--- config.mk ---
export PLATFORM = sky130hd
export DESIGN_NAME = mem_stage
export DESIGN_NICKNAME = d
export VERILOG_FILES = /design/src/rtl/mem_stage_pkg.sv /design/src/rtl/mem_align.sv /design/src/rtl/mem_stage.sv
export SDC_FILE = /design/constraint.sdc
export NUM_CORES = 1
export LEC_CHECK = 0
export ABC_AREA = 1
export CAP_MARGIN = 10
export CORE_MARGIN = 3
export CORE_UTILIZATION = 41
export DETAILED_ROUTE_END_ITERATION = 8
export GPL_ROUTABILITY_DRIVEN = 0
export PLACE_DENSITY = 0.73
export SETUP_SLACK_MARGIN = 0.02
export SYNTH_ARGS = -nofsm -noshare
export SYNTH_HDL_FRONTEND = slang
export SYNTH_SLANG_ARGS = --single-unit
--- constraint.sdc ---
create_clock -name clk -period 4.6 [get_ports clk]
set_input_delay 0.46 -clock clk [delete_from_list [all_inputs] [get_ports clk]]
set_output_delay 0.46 -clock clk [all_outputs]
set_load 0.05 [all_outputs]
--- src/rtl/mem_stage_pkg.sv ---
// Shared encodings for the memory-access stage: opcodes, funct3 access sizes,
// fault codes and FSM states.
package mem_stage_pkg;

  localparam logic [6:0] OP_LOAD   = 7'b0000011;
  localparam logic [6:0] OP_STORE  = 7'b0100011;
  localparam logic [6:0] OP_R_TYPE = 7'b0110011;
  localparam logic [6:0] OP_I_TYPE = 7'b0010011;

  localparam logic [2:0] F3_B  = 3'b000;
  localparam logic [2:0] F3_H  = 3'b001;
  localparam logic [2:0] F3_W  = 3'b010;
  localparam logic [2:0] F3_BU = 3'b100;
  localparam logic [2:0] F3_HU = 3'b101;

  // Access size lives in the low two bits of funct3.
  localparam logic [1:0] SZ_BYTE = 2'b00;
  localparam logic [1:0] SZ_HALF = 2'b01;
  localparam logic [1:0] SZ_WORD = 2'b10;

  localparam logic [1:0] FAULT_NONE    = 2'b00;
  localparam logic [1:0] FAULT_MISALIGN = 2'b01;
  localparam logic [1:0] FAULT_TIMEOUT = 2'b10;
  localparam logic [1:0] FAULT_ILLEGAL = 2'b11;

  typedef enum logic {
    ST_IDLE = 1'b0,
    ST_REQ  = 1'b1
  } state_t;

endpackage

--- src/rtl/mem_align.sv ---
// Combinational byte-lane logic: store steering, load extraction/extension,
// and legality/alignment checks for a given funct3 and address offset.
module mem_align
  import mem_stage_pkg::*;
(
  input  logic        is_load,
  input  logic        is_store,
  input  logic [2:0]  fn_3,
  input  logic [1:0]  offset,
  input  logic [31:0] store_val,
  input  logic [31:0] load_word,
  output logic [31:0] wdata,
  output logic [3:0]  wstrb,
  output logic [31:0] load_val,
  output logic        misaligned,
  output logic        illegal
);

  logic [7:0]  lane_byte;
  logic [15:0] lane_half;

  assign lane_byte = load_word[{offset, 3'b000} +: 8];
  assign lane_half = offset[1] ? load_word[31:16] : load_word[15:0];

  always_comb begin
    illegal = 1'b0;
    if (is_load)
      illegal = !(fn_3 inside {F3_B, F3_H, F3_W, F3_BU, F3_HU});
    else if (is_store)
      illegal = !(fn_3 inside {F3_B, F3_H, F3_W});
  end

  assign misaligned = ((fn_3[1:0] == SZ_HALF) && offset[0]) ||
                      ((fn_3[1:0] == SZ_WORD) && (offset != 2'b00));

  always_comb begin
    wdata = store_val;
    wstrb = 4'b1111;
    case (fn_3[1:0])
      SZ_BYTE: begin
        wdata = {4{store_val[7:0]}};
        wstrb = 4'b0001 << offset;
      end
      SZ_HALF: begin
        wdata = {2{store_val[15:0]}};
        wstrb = 4'b0011 << offset;
      end
      default: ;
    endcase
  end

  always_comb begin
    load_val = 32'h0;
    case (fn_3)
      F3_B:    load_val = {{24{lane_byte[7]}}, lane_byte};
      F3_H:    load_val = {{16{lane_half[15]}}, lane_half};
      F3_W:    load_val = load_word;
      F3_BU:   load_val = {24'h0, lane_byte};
      F3_HU:   load_val = {16'h0, lane_half};
      default: load_val = 32'h0;
    endcase
  end

endmodule

--- src/rtl/mem_stage.sv ---
// Memory-access stage: registers pass-through results, runs a req/ready
// handshake for loads/stores with a bus-timeout watchdog.
module mem_stage
  import mem_stage_pkg::*;
#(
  parameter int MAX_WAIT = 16,
  parameter int ADDR_W   = 32
) (
  input  logic              clk,
  input  logic              rst,
  input  logic              EX_valid,
  input  logic [6:0]        EX_opcode,
  input  logic [2:0]        EX_fn_3,
  input  logic [4:0]        EX_rd,
  input  logic [31:0]       EX_alu_val,
  input  logic [31:0]       EX_rs2_val,
  output logic              MEM_stall,
  output logic              dmem_req,
  output logic              dmem_we,
  output logic [ADDR_W-1:0] dmem_addr,
  output logic [31:0]       dmem_wdata,
  output logic [3:0]        dmem_wstrb,
  input  logic              dmem_ready,
  input  logic [31:0]       dmem_rdata,
  output logic              MEM_valid,
  output logic [4:0]        MEM_rd,
  output logic              MEM_wb_en,
  output logic [31:0]       MEM_wb_val,
  output logic [1:0]        MEM_fault
);

  localparam logic [7:0] WAIT_LAST = 8'(MAX_WAIT - 1);

  state_t      state, state_next;
  logic [7:0]  wait_cnt;
  logic [2:0]  req_fn_3;
  logic [1:0]  req_offset;
  logic [4:0]  req_rd;
  logic        req_load;

  logic        is_load, is_store, is_mem, accept, start_req, timeout;
  logic [31:0] ex_wdata, ex_load_val, rsp_wdata, rsp_load_val;
  logic [3:0]  ex_wstrb, rsp_wstrb;
  logic        ex_misaligned, ex_illegal, rsp_misaligned, rsp_illegal;
  logic        unused_align;

  assign is_load   = (EX_opcode == OP_LOAD);
  assign is_store  = (EX_opcode == OP_STORE);
  assign is_mem    = is_load || is_store;
  assign accept    = (state == ST_IDLE) && EX_valid;
  assign start_req = accept && is_mem && !ex_illegal && !ex_misaligned;
  assign timeout   = (state == ST_REQ) && !dmem_ready && (wait_cnt == WAIT_LAST);
  assign MEM_stall = (state == ST_REQ);

  // Request side: checks and lane steering on the incoming instruction.
  mem_align u_align_req (
    .is_load    (is_load),
    .is_store   (is_store),
    .fn_3       (EX_fn_3),
    .offset     (EX_alu_val[1:0]),
    .store_val  (EX_rs2_val),
    .load_word  (32'h0),
    .wdata      (ex_wdata),
    .wstrb      (ex_wstrb),
    .load_val   (ex_load_val),
    .misaligned (ex_misaligned),
    .illegal    (ex_illegal)
  );

  // Response side: extraction from the returned word using the held access.
  mem_align u_align_rsp (
    .is_load    (req_load),
    .is_store   (!req_load),
    .fn_3       (req_fn_3),
    .offset     (req_offset),
    .store_val  (32'h0),
    .load_word  (dmem_rdata),
    .wdata      (rsp_wdata),
    .wstrb      (rsp_wstrb),
    .load_val   (rsp_load_val),
    .misaligned (rsp_misaligned),
    .illegal    (rsp_illegal)
  );

  assign unused_align = ^{ex_load_val, rsp_wdata, rsp_wstrb, rsp_misaligned, rsp_illegal};

  always_ff @(posedge clk or posedge rst) begin
    if (rst) state <= ST_IDLE;
    else     state <= state_next;
  end

  always_comb begin
    state_next = state;
    case (state)
      ST_IDLE: if (start_req) state_next = ST_REQ;
      ST_REQ:  if (dmem_ready || timeout) state_next = ST_IDLE;
      default: state_next = ST_IDLE;
    endcase
  end

  always_ff @(posedge clk or posedge rst) begin
    if (rst) begin
      wait_cnt   <= 8'd0;
      req_fn_3   <= 3'd0;
      req_offset <= 2'd0;
      req_rd     <= 5'd0;
      req_load   <= 1'b0;
      dmem_req   <= 1'b0;
      dmem_we    <= 1'b0;
      dmem_addr  <= '0;
      dmem_wdata <= 32'h0;
      dmem_wstrb <= 4'h0;
      MEM_valid  <= 1'b0;
      MEM_rd     <= 5'd0;
      MEM_wb_en  <= 1'b0;
      MEM_wb_val <= 32'h0;
      MEM_fault  <= FAULT_NONE;
    end else begin
      MEM_valid <= 1'b0;
      if (accept) begin
        if (start_req) begin
          wait_cnt   <= 8'd0;
          req_fn_3   <= EX_fn_3;
          req_offset <= EX_alu_val[1:0];
          req_rd     <= EX_rd;
          req_load   <= is_load;
          dmem_req   <= 1'b1;
          dmem_we    <= is_store;
          dmem_addr  <= {EX_alu_val[ADDR_W-1:2], 2'b00};
          dmem_wdata <= is_store ? ex_wdata : 32'h0;
          dmem_wstrb <= is_store ? ex_wstrb : 4'h0;
        end else begin
          MEM_valid  <= 1'b1;
          MEM_rd     <= EX_rd;
          MEM_wb_en  <= !is_mem && (EX_rd != 5'd0);
          MEM_wb_val <= is_mem ? 32'h0 : EX_alu_val;
          MEM_fault  <= !is_mem    ? FAULT_NONE :
                        ex_illegal ? FAULT_ILLEGAL : FAULT_MISALIGN;
        end
      end else if (state == ST_REQ) begin
        if (dmem_ready || timeout) begin
          dmem_req   <= 1'b0;
          dmem_we    <= 1'b0;
          dmem_addr  <= '0;
          dmem_wdata <= 32'h0;
          dmem_wstrb <= 4'h0;
          MEM_valid  <= 1'b1;
          MEM_rd     <= req_rd;
          MEM_wb_en  <= dmem_ready && req_load && (req_rd != 5'd0);
          MEM_wb_val <= (dmem_ready && req_load) ? rsp_load_val : 32'h0;
          MEM_fault  <= dmem_ready ? FAULT_NONE : FAULT_TIMEOUT;
        end else begin
          wait_cnt <= wait_cnt + 8'd1;
        end
      end
    end
  end

endmodule

[Yosys cells after proc, flatten, opt, wreduce, memory -nomap -nowiden]
Cells that the tools add are included.
Storage, ports and cells
  output and inout bits: 112
  bits of input ports: 115
  logic and storage cells: 127
  register bits: 131
Operators by class
  eq/ne operators: 16
  bitwise gates (word level): 1
  add/sub/neg operators: 1
  multiplexer cells: 56
  reduce and logical (&&, ||, !) cells: 34
  shifts and indexed selects: 3
Operators by type and width (count)
  $mux W32: 13
  $pmux W32 S5: 1
  $pmux W32 S2: 1
  $mux W8: 4
  $shiftx A32 B6 Y8: 1
  $mux W4: 5
  $mux W5: 4
  $mux W1: 18
  $mux W16: 1
  $reduce_bool A5 Y1: 3
  $mux W2: 7
  $eq A3 B3 Y1 const B: 4
  $logic_and A1 B1 Y1: 11
  $reduce_and A3 Y1: 3
  $add A8 B1 Y8 const B: 1
  $eq A8 B4 Y1 const B: 1
  $pmux W4 S2: 1
  $eq A7 B2 Y1 const B: 1
  $eq A7 B6 Y1 const B: 1
  $eq A3 B1 Y1 const B: 2
  $eq A3 B2 Y1 const B: 2
  $logic_not A1 Y1: 6
  $logic_not A3 Y1: 2
  $reduce_bool A2 Y1: 3
  other kinds (12): 15

[Depth between registers and ports, before layout]
  word-level depth: 10
  gate-level depth with buffers: 12
  gate-level depth less buffers: 10

[Hierarchy]
Synthesis repeated with hierarchy kept, for this count alone.
Unflattened totals
  cell total of the unflattened synthesis: 1425
  area total of the unflattened synthesis: 9041.2 um2
By module, submodules not included
  mem_stage: cells an instance 813, sequential area each 3228.1 um2, instances 1, area each 6271.0 um2
  mem_align: cells an instance 306, sequential area each 0.0 um2, instances 2, area each 1385.1 um2

[Worst setup path before layout]
No wires, ideal clock.
  path type: register to register
  start: reg state, in the netlist MEM_stall
  end: reg dmem_we
  period minus slack after synthesis: 1.836 ns
  setup slack: 2.764 ns
  data required time: 4.471 ns
  library setup time: 0.129 ns
  stages on the path, launching flop included: 12
  arrival: 1.707 ns
  path buffers: 1
  cells stage by stage: dfrtp_1 -> inv_2 -> nand2_1 -> inv_2 -> nand2_1 -> nor2_2 -> nand2_1 -> nor2_2 -> nor2_4 -> buf_2 -> nand2_1 -> o21ai_1
Between the ends
  cells in the longest elaborated chain, start to end: 7
  elaborated cells between the ends (all ways): 13
  classes of those cells: 1 x eq/ne; 1 x mux; 1 x bitwise; 10 x reduce/logical
Ends and longest elaborated chain
  from (decl): RTL line mem_stage.sv:34  | state_t state, state_next;
  from (signal assigned): RTL line mem_stage.sv:89  | else state <= state_next;
  $not A1 Y1
  $logic_and A1 B1 Y1: RTL line mem_stage.sv:50  | assign accept = (state == ST_IDLE) && EX_valid;
  $logic_and A1 B1 Y1 (3 in series): RTL line mem_stage.sv:51  | assign start_req = accept && is_mem && !ex_illegal && !ex_misaligned;
  $ne A2 B1 Y1 (no line)
  $reduce_and A3 Y1 (no line)
  to (signal assigned): RTL line mem_stage.sv:128  | dmem_we <= is_store;
  to (decl): RTL line mem_stage.sv:19  | output logic dmem_we,
Parallel ways exist; a longest one is shown, timed or not.
A chain may end at the register's enable or synchronous reset.

[Worst setup path in the final report]
  start: in EX_valid
  end: reg dmem_wdata[28]
Between the ends
  cells in the longest elaborated chain, start to end: 6
  elaborated cells between the ends (all ways): 9
  classes of those cells: 1 x eq/ne; 1 x mux; 7 x reduce/logical
Ends and longest elaborated chain
  from (decl): RTL line mem_stage.sv:11  | input logic EX_valid,
  $logic_and A1 B1 Y1 (*): RTL line mem_stage.sv:50
  $logic_and A1 B1 Y1 (3 in series): RTL line mem_stage.sv:51
  $ne A2 B1 Y1 (no line)
  $reduce_and A3 Y1 (no line)
  to (signal assigned): RTL line mem_stage.sv:130  | dmem_wdata <= is_store ? ex_wdata : 32'h0;
  to (decl): RTL line mem_stage.sv:21  | output logic [31:0] dmem_wdata,
Mark *: on every way between the ends. The rest lies on a longest branch, timed or not.

==> results.cfg <==
[clock_tree]
cts_tree = done
insertion_delay_ps = 420
path_clk_slew_ps = 60
postCtsHoldBufs = 0
cts_max_path_buffers = 2
clock_sinks = 129
cts_buffers = 17
cts-root-buf = clkbuf_16
postCtsSetupRepairBufs = 0
postCtsResizedCells = 0
htreeDepth = 4

[placement]
post-place-cells = 1387
io_buffers = 224
dp_hpwl_um = 15400

[worst_hold_path]
hp-class = register to register
hp-start = dmem_wdata[31]
hold_depth = 2
min_to = dmem_wdata[31]

[logic_synthesis]
ys_top_cells_by_area = dfrtp_1 (48%), nand2_1 (32%), nand3_1 (5.1%), nor2_1 (2.3%), inv_1 (2.0%)
yosys.area.top_type = dfrtp_1
ys_seq_area_frac = 0.475
ys_types = 33
synth-seq-cells = 129
syn_inst = 989
ys_warn_count = 0
synth_area_mm2 = 0.00679
synthTopCellsByCount = nand2_1 (575), dfrtp_1 (129), nand3_1 (69), nor2_1 (42), inv_1 (36)
synth.most_common_cell = nand2_1
synth_edf_count = 0
avgSynthCellArea_um2 = 6.87
synthFlopType = dfrtp_1
synthArstFlopShare = 1.00
netlist.area_leader.share = 0.475

[worst_setup_path]
worstSetupPathType = primary input to register
worstPathArrival_ps = 3150
cp.buffers_inverters = 3
timing.rr.end = dmem_wdata[28]
endpoint_kind = register
path_max_fanout = 51
cp_common_cell = nand2_1
path_cells = clkdlybuf4s50_1 > nand2_1 > inv_2 > nand2_1 > nor2_2 > nand2_1 > nor2_2 > nor2_4 > buf_4 > nand2_1 > o21ai_1
r2r_setup_slack_ps = 1740
critPathLaunchType = primary input
reg2reg_depth = 11
path_depth = 11
crit_family = simple AND/OR/NAND/NOR gates
cp.required_ps = 4880
worst_path_max_delay_cell = nor2_2
r2r-start = MEM_stall
critical-path-max-stage-delay_ps = 520

[finish]
diodes = 0
area_delta_synth_final_pct = 43.6
drive_above_1_share = 0.0482
utilization = 0.607
final_cells = 1419
num-nets-final = 1306

[drt]
dr_total_vias = 6980
routed_wl_um = 21700
drc_errors = 0
ant_nets = 0
wl_per_cell_um = 15.3
vias_per_cell = 4.92
drtIter0Drc = 476
firstDrtPassIters = 5

[power_and_ir_drop]
power_density_mw_per_mm2 = 363
power_w = 0.00354
ir_worst_vdd_uv = 272
p_leak_nw = 5.05

[global_route]
grt_usage = 0.241
grt_overflow_total = 0
antenna_found_initial = 0
grt_pass1_wl_um = 34900
grt_max_degree = 99
grt_pass1_vias = 6833

[floorplan]
die_w_um = 135
die_y_um = 135
die_area_mm2 = 0.0181
start_util = 0.423
rows = 46
io_pins = 227
coreArea_mm2 = 0.0161

[sta]
setup_viol = 0
post-route-min-period_ps = 2860
setup_tns_ps = 0
fmax_mhz = 349
final-hold-violation-count = 0
period_share = 0.623
rsz0062_at_grt = no
relSlewSlack = 0.228
skew_ps = 6.58
slew_violations = 0
tightest_slew_ps = 1160

[job]
max_cap_violations = 0

[status]
outcome = finished, final reports clean
==> metal layers <==
metal  global-route usage  share of wire  vias up
met3               0.0458          0.073       39
met4               0.0848          0.021        0
met2                0.391           0.47      248
met1                0.325           0.43     3223
li1                     -              -     3470
met5                    0              0        -
==> placed cells by master, fill, tap and decap left out, drive strengths merged <==
cell           count
nand2            577
clkdlybuf4s50    224
dfrtp            129
nand3             69
nor2              48
inv               42
o21ai             33
clkbuf            19
a21oi             12
o22ai              8
nor3               7
clkinv             7
buf                5
clkinvlp           4
bufinv             4
xor2               3
nand4              3
o21bai             2
conb               2
nor2b              1
or2                1
nor3b              1
o211ai             1
ha                 1
==> state kept, by name (all words and copies together), names as in the netlist <==
register / cells
MEM_fault: 2
MEM_rd: 5
MEM_stall: 1
MEM_valid: 1
MEM_wb_en: 1
MEM_wb_val: 32
dmem_addr: 30
dmem_req: 1
dmem_wdata: 32
dmem_we: 1
dmem_wstrb: 4
req_fn_3: 3
req_load: 1
req_offset: 2
req_rd: 5
wait_cnt: 8
==> report_power, final <==
group          switching, W  internal, W  leakage [nW]
combinational      0.000506     0.000295          3.05
clock              0.000517     0.000921         0.295
sequential        0.0000731      0.00123          1.71
total               0.00110      0.00244          5.05
==> cell families (layout without fill, tap and decap cells) <==
kind of cell / count (synthesis) / in the layout / share of synthesized area
flops: 129 / 129 / 0.475
compound gates: 56 / 56 / 0.0444
simple gates: 707 / 707 / 0.414
other cells: 1 / 2 / 0.000552
xor+xnor: 3 / 3 / 0.00387
buf+inv: 92 / 305 / 0.0597
fa+ha+maj: 1 / 1 / 0.00184
==> area by class of cell <==
cell class                 instances  area, µm²
clock inverter                    13        186
sequential                       129       3230
tap                              216        270
multi-input combinational        769       3170
fill                            1462       6310
clock buffer                      19        443
inverter                          44        170
timing repair buffer             229       2280
==> tightest hold or removal path, cell delays in order (launching register included) <==
cell and delay, ps:
dfrtp_1 340, nand2_1 50, nand2_1 40
==> worst max path at each step <==
stage                     startpoint        endpoint  slack, ps
after floorplan                  rst    MEM_fault[0]        700
after global placement      EX_valid   dmem_wdata[2]       1350
after detailed placement  EX_fn_3[1]  dmem_wdata[10]       1280
after CTS                 EX_fn_3[1]  dmem_wdata[28]       1710
after global routing       MEM_stall   dmem_wdata[2]       1410
final                       EX_valid  dmem_wdata[28]       1740
==> through the flow <==
stage          hold slack, ps  setup slack, ps  area [µm²]
2_1_floorplan             454              699        6800
3_3_place_gp              454             1350        9120
3_5_place_dp              458             1280        9120
4_1_cts                   473             1710        9750
5_1_grt                   494             1410        9750
6_report                  472             1740        9750
(Power assumes the default switching activity.)
